==> config.mk <==
export PLATFORM = sky130hd
export DESIGN_NAME = arp_rx_flat
export DESIGN_NICKNAME = d
export VERILOG_FILES = /design/src/rtl/arp_rx_if.sv /design/src/rtl/arp_rx.sv /design/src/flat_wrapper.sv
export SDC_FILE = /design/constraint.sdc
export NUM_CORES = 1
export LEC_CHECK = 0
export ABC_AREA = 1
export BUFFER_PORTS_ARGS = -buffer_cell sky130_fd_sc_hd__buf_2
export CAP_MARGIN = 0
export CORE_MARGIN = 5
export CORE_UTILIZATION = 55
export DETAILED_ROUTE_END_ITERATION = 8
export PLACE_DENSITY = 0.74
export RECOVER_POWER = 50
export SLEW_MARGIN = 20
export SYNTH_ARGS = -nofsm -noshare
export SYNTH_HDL_FRONTEND = slang
export SYNTH_SLANG_ARGS = --single-unit
==> constraint.sdc <==
create_clock -name clk -period 2.07 [get_ports clk]
set_clock_uncertainty 0.2 [all_clocks]
set_input_delay 0 -clock clk [delete_from_list [all_inputs] [get_ports clk]]
set_output_delay 0 -clock clk [all_outputs]
set_load 0.02 [all_outputs]
==> src/rtl/arp_rx_if.sv <==
// rtl/arp_rx_if.sv - byte stream and frame status from the MAC frame decoder
interface arp_rx_if;
  logic [7:0] rxd;
  logic       rx_dv;
  logic       arp_decode_valid;
  logic       crc_err;

  modport master (output rxd, output rx_dv, output arp_decode_valid, output crc_err);
  modport slave  (input  rxd, input  rx_dv, input  arp_decode_valid, input  crc_err);
endinterface

==> src/rtl/arp_rx.sv <==
// rtl/arp_rx.sv - ARP body parser: field checks, TPA match, FCS verdict, drop count
module arp_rx #(
  parameter logic [31:0] IP_ADDR = 32'h0
) (
  input  logic         clk,
  input  logic         rst,
  arp_rx_if.slave      rx,
  output logic         arp_valid,
  output logic [15:0]  arp_oper,
  output logic [47:0]  arp_sha,
  output logic [31:0]  arp_spa,
  output logic         busy,
  output logic [15:0]  arp_drop_cnt
);

  typedef enum logic [2:0] {IDLE, HDR, TAIL, CHECK, DROP, DROP_CNT} state_t;

  state_t      state;
  logic [4:0]  idx;
  logic        adv_d;
  logic [15:0] oper_sh;
  logic [47:0] sha_sh;
  logic [31:0] spa_sh;
  logic [15:0] drop_cnt;
  logic [4:0]  chk_idx;
  logic        byte_ok;

  assign arp_drop_cnt = drop_cnt;
  // Byte 0 is checked while still in IDLE, before idx has advanced.
  assign chk_idx = (state == IDLE) ? 5'd0 : idx;

  always_comb begin
    byte_ok = 1'b1;
    case (chk_idx)
      5'd0:  byte_ok = (rx.rxd == 8'h00);
      5'd1:  byte_ok = (rx.rxd == 8'h01);
      5'd2:  byte_ok = (rx.rxd == 8'h08);
      5'd3:  byte_ok = (rx.rxd == 8'h00);
      5'd4:  byte_ok = (rx.rxd == 8'h06);
      5'd5:  byte_ok = (rx.rxd == 8'h04);
      5'd6:  byte_ok = (rx.rxd == 8'h00);
      5'd7:  byte_ok = (rx.rxd == 8'h01) || (rx.rxd == 8'h02);
      5'd24: byte_ok = (rx.rxd == IP_ADDR[31:24]);
      5'd25: byte_ok = (rx.rxd == IP_ADDR[23:16]);
      5'd26: byte_ok = (rx.rxd == IP_ADDR[15:8]);
      5'd27: byte_ok = (rx.rxd == IP_ADDR[7:0]);
      default: byte_ok = 1'b1;
    endcase
  end

  always_ff @(posedge clk) begin
    if (rst) begin
      state     <= IDLE;
      idx       <= 5'd0;
      adv_d     <= 1'b1;
      oper_sh   <= 16'h0;
      sha_sh    <= 48'h0;
      spa_sh    <= 32'h0;
      drop_cnt  <= 16'h0;
      arp_valid <= 1'b0;
      arp_oper  <= 16'h0;
      arp_sha   <= 48'h0;
      arp_spa   <= 32'h0;
      busy      <= 1'b0;
    end else begin
      adv_d     <= rx.arp_decode_valid;
      arp_valid <= 1'b0;
      case (state)
        IDLE: begin
          if (rx.arp_decode_valid && !adv_d) begin
            idx   <= 5'd1;
            busy  <= 1'b1;
            state <= byte_ok ? HDR : DROP;
          end
        end
        HDR: begin
          if (!rx.rx_dv) begin
            state <= DROP_CNT;
          end else if (rx.arp_decode_valid) begin
            idx <= idx + 5'd1;
            if (idx == 5'd6 || idx == 5'd7)
              oper_sh <= {oper_sh[7:0], rx.rxd};
            if (idx >= 5'd8 && idx <= 5'd13)
              sha_sh <= {sha_sh[39:0], rx.rxd};
            if (idx >= 5'd14 && idx <= 5'd17)
              spa_sh <= {spa_sh[23:0], rx.rxd};
            if (!byte_ok)
              state <= DROP;
            else if (idx == 5'd27)
              state <= TAIL;
          end
        end
        TAIL: begin
          if (!rx.rx_dv)
            state <= CHECK;
        end
        CHECK: begin
          if (rx.crc_err) begin
            state <= DROP_CNT;
          end else begin
            arp_valid <= 1'b1;
            arp_oper  <= oper_sh;
            arp_sha   <= sha_sh;
            arp_spa   <= spa_sh;
            busy      <= 1'b0;
            state     <= IDLE;
          end
        end
        DROP: begin
          if (!rx.rx_dv)
            state <= DROP_CNT;
        end
        DROP_CNT: begin
          if (drop_cnt != 16'hFFFF)
            drop_cnt <= drop_cnt + 16'd1;
          busy  <= 1'b0;
          state <= IDLE;
        end
        default: begin
          busy  <= 1'b0;
          state <= IDLE;
        end
      endcase
    end
  end

endmodule
==> src/flat_wrapper.sv <==
// flat-port wrapper written by rule: the top's interface ports become plain ports
module arp_rx_flat 
#(
  parameter logic [31:0] IP_ADDR = 32'h0
)
  (clk, rst, arp_valid, arp_oper, arp_sha, arp_spa, busy, arp_drop_cnt, rx_rxd, rx_rx_dv, rx_arp_decode_valid, rx_crc_err);
  arp_rx_if rx_i ();
  input  logic clk;
  input  logic rst;
  output logic arp_valid;
  output logic [15:0] arp_oper;
  output logic [47:0] arp_sha;
  output logic [31:0] arp_spa;
  output logic busy;
  output logic [15:0] arp_drop_cnt;
  input wire logic [$bits(rx_i.rxd)-1:0] rx_rxd;
  input wire logic [$bits(rx_i.rx_dv)-1:0] rx_rx_dv;
  input wire logic [$bits(rx_i.arp_decode_valid)-1:0] rx_arp_decode_valid;
  input wire logic [$bits(rx_i.crc_err)-1:0] rx_crc_err;
  assign rx_i.rxd = rx_rxd;
  assign rx_i.rx_dv = rx_rx_dv;
  assign rx_i.arp_decode_valid = rx_arp_decode_valid;
  assign rx_i.crc_err = rx_crc_err;
  arp_rx #(.IP_ADDR(IP_ADDR)) u_core (.clk(clk), .rst(rst), .rx(rx_i), .arp_valid(arp_valid), .arp_oper(arp_oper), .arp_sha(arp_sha), .arp_spa(arp_spa), .busy(busy), .arp_drop_cnt(arp_drop_cnt));
endmodule
Yosys cells after proc, flatten, opt, wreduce, memory -nomap -nowiden
Cells that the tools add are included.
{ "word_totals": {"ff_bits": 219, "latch_bits": 0, "ramBits": 0, "mem_bits_ro": 0, "in_bits": 13, "out_inout_bits": 114, "n_memories": 0} }
{ "classes": {"add_sub_neg": 2, "n_mul": 0, "n_div": 0, "n_lt_le_gt_ge": 4, "eq_ne": 33, "n_shift": 0, "muxes": 20, "n_bitwise": 3, "reduce_logical": 21} }
{ "op_table": {"columns": ["operator", "count"], "rows": [
  ["$eq A5 B3 Y1 const B", 6],
  ["$mux W3", 9],
  ["$eq A5 B5 Y1 const B", 5],
  ["$mux W5", 4],
  ["$add A16 B1 Y16 const B", 1],
  ["$eq A8 B3 Y1 const B", 2],
  ["$ne A16 B16 Y1 const B", 1],
  ["$reduce_and A4 Y1", 4],
  ["$pmux W3 S5", 1],
  ["$ne A2 B2 Y1 const B", 6],
  ["$eq A5 B2 Y1 const B", 2],
  ["$ge A5 B4 Y1 const B", 2],
  ["$pmux W5 S2", 1],
  ["$eq A8 B1 Y1 const B", 1],
  ["$eq A8 B2 Y1 const B", 1],
  ["$eq A8 B4 Y1 const B", 1],
  ["$logic_not A8 Y1", 1],
  ["$reduce_or A7 Y1", 1],
  ["$eq A3 B2 Y1 const B", 2],
  ["$eq A3 B3 Y1 const B", 2],
  ["$pmux W1 S6", 1],
  ["$add A5 B1 Y5 const B", 1],
  ["$eq A5 B1 Y1 const B", 1],
  ["$le A5 B4 Y1 const B", 1],
  ["other kinds (18)", 26]
]} }

Logic depth before layout (Yosys ltp)
Gate-level depths: netlist of run 1.
{ "logic_depth": {"word_depth": 9, "depth_mapped": 17} }

Worst setup path after synthesis of run 1
OpenSTA, ideal clock, no wires.
{ "synth_timing": {"path_type": "register to register", "startpoint": "register u_core.drop_cnt[0], in the netlist u_core.arp_drop_cnt[0]", "endpoint": "register u_core.drop_cnt[9], in the netlist u_core.arp_drop_cnt[9]", "setup_time_ns": 0.119, "arrival_ns": 1.591, "required_ns": 1.751, "path_slack_ns": 0.159, "stages_incl_launch_ff": 12, "path_buffers": 0, "cell_sequence": "dfxtp_1 ha_1 nand3_1 nor2_1 nand3_1 nand2_1 inv_2 nand3_2 nor2_1 nand3_1 o21ai_0 a21oi_1"} }
{ "synth_between": {"elab_chain_cells": 2, "word_cells_on_any_way": 3, "classes_between": "1 x add/sub; 1 x eq/ne; 1 x reduce/logical"} }
{ "synth_rtl": {"columns": ["element", "line", "source"], "rows": [
  ["start: declaration", "arp_rx.sv:24", "logic [15:0] drop_cnt;"],
  ["start signal: assignment", "arp_rx.sv:115", "drop_cnt <= drop_cnt + 16'd1;"],
  ["branches (longest 2 deep; another with $add A16 B1 Y16)", null, null]
]} }
Parallel ways; which one is timed is not known.
A chain may end at the register's enable or synchronous reset.

Final worst setup path of run 1
{ "layout_timing": {"startpoint": "register u_core.idx[1]", "endpoint": "register u_core.spa_sh[28]"} }
{ "layout_between": {"elab_chain_cells": 3, "word_cells_on_any_way": 4, "classes_between": "2 x order compare; 2 x reduce/logical"} }
{ "layout_rtl": {"columns": ["element", "line", "source"], "rows": [
  ["start: declaration", "arp_rx.sv:19", "logic [4:0] idx;"],
  ["start signal: assignment", "arp_rx.sv:80", "idx <= idx + 5'd1;"],
  ["$ge A5 B4 Y1 / $le A5 B5 Y1 (equally long branches)", "arp_rx.sv:85", "if (idx >= 5'd14 && idx <= 5'd17)"],
  ["$logic_and A1 B1 Y1 (*)", "arp_rx.sv:85", null],
  ["$reduce_and A4 Y1 (no source line) (*)", null, null],
  ["end signal: assignment", "arp_rx.sv:86", "spa_sh <= {spa_sh[23:0], rx.rxd};"],
  ["end: declaration", "arp_rx.sv:23", "logic [31:0] spa_sh;"]
]} }
Mark *: on every way between the ends. The rest lies on a longest branch, timed or not.

==> results.cfg, run 1 <==
[clock_tree]
htree_levels = 1
tritoncts.num_buffers = 22
cts_tree = built
clkTransAtPathRegs_ns = 0.07
ctsLongestPathBuffers = 3
clock-root-buffer = sky130_fd_sc_hd__clkbuf_16
cts_sinks = 219
clock_latency_late_sink_ns = 0.49

[detailed_routing]
drcViolationCount = 0
wire_per_inst_um = 14.45
vias = 7326
drt_pre_antenna_iters = 5
route.antenna.remaining_nets = 0
routed_via_density = 5.274
dr.first_iter.drc_count = 448
routed_wirelength_mm = 20.07

[synth]
postSynth.topFlopCell = sky130_fd_sc_hd__dfxtp_1
ys_seq_area_share_pct = 53.27
netlist_top_cells_count = sky130_fd_sc_hd__nor2_1, sky130_fd_sc_hd__dfxtp_1, sky130_fd_sc_hd__o21ai_0, sky130_fd_sc_hd__a21oi_1, sky130_fd_sc_hd__inv_1
mappedNetlistNets = 1075
largest_area_contributor_in_the_synthesized_netlist = sky130_fd_sc_hd__dfxtp_1
ys_warn_count = 0
synth.ff_latch_count = 219
top_cells_by_area_in_the_synthesized_netlist = sky130_fd_sc_hd__dfxtp_1, sky130_fd_sc_hd__o21ai_0, sky130_fd_sc_hd__nor2_1, sky130_fd_sc_hd__a21oi_1, sky130_fd_sc_hd__inv_1
syn_avg_cell_area_um2 = 7.779
yosys.cell_count.top_type = sky130_fd_sc_hd__nor2_1
synth_enable_flop_cells = 0
netlist_instances = 1058
async_reset_ff_share_pct = 0
synth_top_area_share_pct = 53.27
synthesis.area_um2 = 8230
netlist-cell-type-count = 37

[timing]
timing.hold.ws_ns = 0.1994
timing.max_slew.rel_slack_pct = 77.25
setup-violations-final = 0
tmin_final_ns = 1.968
clock.fmax_ghz = 0.5080
tightestPinTransition_ns = 0.3382
report.final.slew_viol_count = 0
timing.final.crit_share_pct = 95.09
rsz0062_at_grt = yes
final-hold-violation-count = 0

[power]
pwr_density_cell_nw_per_um2 = 975.6
worst_ir_drop_vdd_mv = 0.6574
fin_total_pwr_mw = 9.749
leakagePower_nw = 4.096

[final_layout]
design.final.nets = 1206
share_of_final_layout_standard_cells_stronger_than_drive_strength_1_pct = 10.87
final.fill_count = 1267
layout.core_utilization_pct = 68.50
final_std_cells_w_o_fill = 1389
syn2layout_area_growth_pct = 21.42
antennaDiodeCount = 0

[worst_setup_path]
startpoint_of_the_worst_register_to_register_path = u_core.idx[1]$_SDFFE_PP0P_
critical_path.reg2reg.endpoint = u_core.spa_sh[28]$_SDFFE_PP0P_
crit_path_capture_type = flip-flop
critical_path_required_ns = 2.28
timing.critical_path.fanout_max = 32
worst_ep_arrival_time_ns = 2.18
setup.worst_path.start_class = flip-flop
r2r.worst_path.cells = 8
criticalPathCategory = reg2reg
regToRegSetupSlack_ns = 0.10

[placed_design]
io_buffer_count = 126
gp_congestion = 0.9098
detailed_place_hpwl_mm = 12.84
placedCellCount = 1331

[job]
maxcap_violations = 0

[floorplanning]
chipHeight_um = 132.3
num_rows = 44
floorplan.initialDensity_pct = 56.42
ioPinCount = 127
die_area_um2 = 17510
fp.coreArea_um2 = 14590
fp.dieW_um = 132.3

[grt]
initial_antenna_violation_count = 0
grt_max_degree = 104
grt_first_pass_wirelength_mm = 32.81
first_global_vias = 6817
overflow = 0
global_route_usage_sum_pct = 21.50

[worst_hold_path]
timing.hold.worst_endpoint = u_core.idx[1]$_SDFFE_PP0P_
hold_path_depth = 3
hp-start = rst
hp-class = in2reg

[outcome]
outcome = completed
==> how the worst max path moves through the flow <==
stage,startpoint,end,depth (start not counted)
floorplan,u_core.arp_drop_cnt[0]$_SDFFE_PP0P_,u_core.arp_drop_cnt[9]$_SDFFE_PP0P_,11
global placement,u_core.state[2]$_SDFFE_PP0P_,u_core.state[1]$_SDFFE_PP0P_,13
detailed placement,u_core.state[1]$_SDFFE_PP0P_,u_core.idx[4]$_SDFFE_PP0P_,10
CTS,u_core.state[1]$_SDFFE_PP0P_,u_core.idx[4]$_SDFFE_PP0P_,10
global route,u_core.idx[1]$_SDFFE_PP0P_,u_core.spa_sh[28]$_SDFFE_PP0P_,8
finish,u_core.idx[1]$_SDFFE_PP0P_,u_core.spa_sh[28]$_SDFFE_PP0P_,8
==> stage by stage <==
stage	TNS, ns	cell area, µm²	worst slack [ns]
6_report	0	9993	0.1016
5_1_grt	-0.3935	9993	-0.05832
4_1_cts	0	9990	0.02672
3_5_place_dp	0	9100	0.04144
3_3_place_gp	0	9100	0.07189
2_1_floorplan	0	8230	0.1592
==> cells by family after synthesis <==
family / after synthesis / synth area share [%]
AND/OR/NAND/NOR: 382 / 19.60
AO/OA/AOI/OAI: 311 / 19.29
flip-flops: 219 / 53.27
buffers and inverters: 142 / 7.236
adder cells (fa/ha/maj): 4 / 0.6081
==> final cells by class <==
| cell class | count | area [µm²] | share of cell area (%) |
|---|---|---|---|
| clock buffers | 34 | 696.9 | 6.974 |
| clock inverters | 6 | 62.56 | 0.6260 |
| inverters | 78 | 304.0 | 3.042 |
| multi-input cells | 697 | 3341 | 33.43 |
| flip-flops and latches | 219 | 4392 | 43.95 |
| well taps | 184 | 230.2 | 2.304 |
| repair buffers | 171 | 967.2 | 9.678 |
==> worst max-delay path: stages, from the launching register on <==
cell and delay (ns):
sky130_fd_sc_hd__dfxtp_2 0.40, sky130_fd_sc_hd__inv_1 0.12, sky130_fd_sc_hd__ha_1 0.21, sky130_fd_sc_hd__nor2_1 0.14, sky130_fd_sc_hd__nor3_2 0.07, sky130_fd_sc_hd__o2111ai_4 0.28
sky130_fd_sc_hd__buf_12 0.21, sky130_fd_sc_hd__o21ai_0 0.11, sky130_fd_sc_hd__a21oi_1 0.15
==> layout by cell type (no fill, tap or decap), types with 4 or more instances in the layout <==
cell type,count
sky130_fd_sc_hd__nor2_1,262
sky130_fd_sc_hd__dfxtp_1,213
sky130_fd_sc_hd__o21ai_0,203
sky130_fd_sc_hd__clkbuf_1,117
sky130_fd_sc_hd__a21oi_1,92
sky130_fd_sc_hd__inv_1,69
sky130_fd_sc_hd__nand2_1,51
sky130_fd_sc_hd__clkbuf_16,24
sky130_fd_sc_hd__buf_4,23
sky130_fd_sc_hd__nand3_1,15
sky130_fd_sc_hd__dlygate4sd3_1,13
sky130_fd_sc_hd__buf_2,12
sky130_fd_sc_hd__nor3_1,9
sky130_fd_sc_hd__nand4_1,9
sky130_fd_sc_hd__clkbuf_8,8
sky130_fd_sc_hd__nand2_2,7
sky130_fd_sc_hd__buf_12,7
sky130_fd_sc_hd__nor2_2,6
sky130_fd_sc_hd__inv_2,6
sky130_fd_sc_hd__dfxtp_2,6
sky130_fd_sc_hd__a31oi_1,4
sky130_fd_sc_hd__nor3_2,4
sky130_fd_sc_hd__o21ai_1,4
sky130_fd_sc_hd__nand3_2,4
sky130_fd_sc_hd__ha_1,4
==> state kept, by name, indices dropped and copies added, names as in the netlist, 3 cells and up <==
| register | count |
|---|---|
| u_core.spa_sh | 32 |
| u_core.arp_spa | 32 |
| u_core.sha_sh | 48 |
| u_core.arp_oper | 16 |
| u_core.arp_drop_cnt | 16 |
| u_core.state | 3 |
| u_core.oper_sh | 16 |
| u_core.arp_sha | 48 |
| u_core.idx | 5 |
==> per-layer routing <==
layer	GRT usage [%]	share of wire, %
met5	0	0
met4	5.826	2.2
met3	3.282	5.2
met2	34.47	47
met1	30.39	46
==> power breakdown <==
part           switching (mW)  internal [mW]  total [mW]
sequential              0.111           4.36        4.48
combinational           0.832          0.403        1.24
clock                    1.59           2.45        4.04
total                    2.53           7.22        9.75
==> repair_timing <==
action | 4_1_cts | 5_1_grt
setup buffers | 0 | 4
endpoints found under the setup margin | 0 | 173
endpoints found under the hold margin | 162 | 0
hold buffers | 13 | 0
gates resized for setup | 0 | 32
Note: power is estimated with default switching activity, not from simulation.
==> inputs of run 2 (changes only) <==
RECOVER_POWER = default   (was 50)
==> results.cfg, run 2 (synthesized netlist as in run 1, its figures left out) <==
[detailed_routing]
drt_pre_antenna_iters = 5
routed_via_density = 5.271
drcViolationCount = 0
route.antenna.remaining_nets = 0
routed_wirelength_mm = 20.12
wire_per_inst_um = 14.49
dr.first_iter.drc_count = 462
vias = 7321

[timing]
rsz0062_at_grt = yes
tightestPinTransition_ns = 0.3387
final-hold-violation-count = 0
clock.fmax_ghz = 0.5077
timing.max_slew.rel_slack_pct = 77.21
final_critical_path_setup_slack_ns = 0.1003
setup-violations-final = 0
tmin_final_ns = 1.970
timing.final.crit_share_pct = 95.15
report.final.slew_viol_count = 0

[placed_design]
place_ws_ns = 0.04144
gp_congestion = 0.9098
placedCellCount = 1331
detailed_place_hpwl_mm = 12.84
io_buffer_count = 126
place_area_um2 = 9100

[power]
p_comb_share_pct = 12.9
clock_power_share_pct = 41.3
worst_ir_drop_vdd_mv = 0.6600
switchingPower_mw = 2.533
leakagePower_nw = 4.596
flop_pwr_share_pct = 45.7
power.switching_fraction_pct = 25.90
pwr_density_cell_nw_per_um2 = 964.8
cell_internal_pwr_mw = 7.246

[worst_setup_path]
worstPathCellList = inv_1, ha_1, nor2_1, nor3_2, o2111ai_4, buf_12, o21ai_0, a21oi_1
cp_slowest_cell = sky130_fd_sc_hd__dfxtp_2
timing.critical_path.buf_inv = 2
criticalPathCategory = reg2reg
path_delay_family = compound AO/OA/AOI/OAI gates
critical_path_required_ns = 2.28
critPathLaunch = u_core.idx[1]$_SDFFE_PP0P_
crit_path_capture_type = flip-flop
max_stage_delay_ns = 0.41
worst_ep_arrival_time_ns = 2.18
timing.critical_path.fanout_max = 32
setup.worst_path.start_class = flip-flop
startpoint_of_the_worst_register_to_register_path = u_core.idx[1]$_SDFFE_PP0P_

[final_layout]
share_of_final_layout_standard_cells_stronger_than_drive_strength_1_pct = 20.33
commonest_non_fill_non_tap_cell_in_the_layout = sky130_fd_sc_hd__nor2_1
syn2layout_area_growth_pct = 23.15
layout_common_cells = sky130_fd_sc_hd__nor2_1, sky130_fd_sc_hd__dfxtp_1, sky130_fd_sc_hd__o21ai_0
largest_registers = u_core.arp_sha x48, u_core.sha_sh x48
final.fill_count = 1198
design.final.nets = 1206
final_std_cells_w_o_fill = 1389
antennaDiodeCount = 0
design_area_um2 = 10140

[grt]
grt_first_pass_wirelength_mm = 32.81
overflow = 0
global_route_usage_sum_pct = 21.50
grt_max_degree = 104
initial_antenna_violation_count = 0
first_global_vias = 6817

[clock_tree]
clock_latency_late_sink_ns = 0.49
cts_sinks = 219
htree_levels = 1
tritoncts.num_buffers = 22
clock-root-buffer = sky130_fd_sc_hd__clkbuf_16
clkTransAtPathRegs_ns = 0.07
ctsLongestPathBuffers = 3
cts_tree = built

[floorplanning]
num_rows = 44
fp.coreArea_um2 = 14590
die_area_um2 = 17510
fp.dieW_um = 132.3
floorplan.initialDensity_pct = 56.42
chipHeight_um = 132.3
ioPinCount = 127

[job]
maxcap_violations = 0

[worst_hold_path]
hp-start = rst
hp-class = in2reg

[outcome]
outcome = completed
run 2: worst reg2reg max path, stage by stage, from the launching register on:
cell	delay, ns
sky130_fd_sc_hd__dfxtp_2	0.41
sky130_fd_sc_hd__inv_1	0.12
sky130_fd_sc_hd__ha_1	0.21
sky130_fd_sc_hd__nor2_1	0.14
sky130_fd_sc_hd__nor3_2	0.07
sky130_fd_sc_hd__o2111ai_4	0.27
sky130_fd_sc_hd__buf_12	0.21
sky130_fd_sc_hd__o21ai_0	0.11
sky130_fd_sc_hd__a21oi_1	0.15
run 2: repair_timing:
item	in CTS	in global routing
setup buffers	0	4
gates resized for setup	0	32
setup endpoints to repair	0	173
endpoints found under the hold margin	162	0
hold buffers	13	0
run 2: final timing paths:
kind | slack [ns] | end | depth (start not counted)
setup reg to reg | 0.10 | u_core.spa_sh[28]$_SDFFE_PP0P_ | 8
hold / removal | 0.20 | u_core.idx[1]$_SDFFE_PP0P_ | 3
hold reg to reg | 0.25 | u_core.arp_spa[29]$_SDFFE_PP0P_ | 2
setup / recovery | 0.10 | u_core.spa_sh[28]$_SDFFE_PP0P_ | 8
run 2: layout make-up:
class	instances	area [µm²]	share of cell area [%]
clock inverters	6	62.56	0.6172
multi-input cells	697	3341	32.96
inverters	78	304.0	3.000
flip-flops and latches	219	4392	43.33
well taps	184	230.2	2.271
repair buffers	171	1110	10.95
clock buffers	34	696.9	6.876
run 2: through the flow:
step / utilization [%] / TNS [ns] / hold WS [ns] / power, mW
6_report: 69.48 / 0 / 0.1983 / 9.779
3_3_place_gp: 62.38 / 0 / 0.1279 / 5.726
3_5_place_dp: 62.38 / 0 / 0.1331 / 5.741
2_1_floorplan: - / 0 / -0.1309 / 5.398
4_1_cts: 68.47 / 0 / 0.1820 / 9.779
5_1_grt: 69.48 / -0.3928 / 0.1980 / 10.20
run 2: power by group through the flow:
stage / Clock [mW] / Sequential (mW) / Combinational, mW
after global routing: 4.31 / 4.49 / 1.40
after CTS: 4.10 / 4.46 / 1.22
final: 4.04 / 4.47 / 1.27
after floorplan: 0 / 4.67 / 0.723
after detailed placement: 0 / 4.55 / 1.19
after global placement: 0 / 4.55 / 1.18
run 2: per-layer routing:
layer / part of all wire [%] / up-vias / global-route usage, %
met2: 46 / 201 / 34.47
met5: 0 / - / 0
met4: 2.2 / 0 / 5.826
li1: - / 3729 / -
met3: 5.5 / 32 / 3.282
met1: 46 / 3359 / 30.39
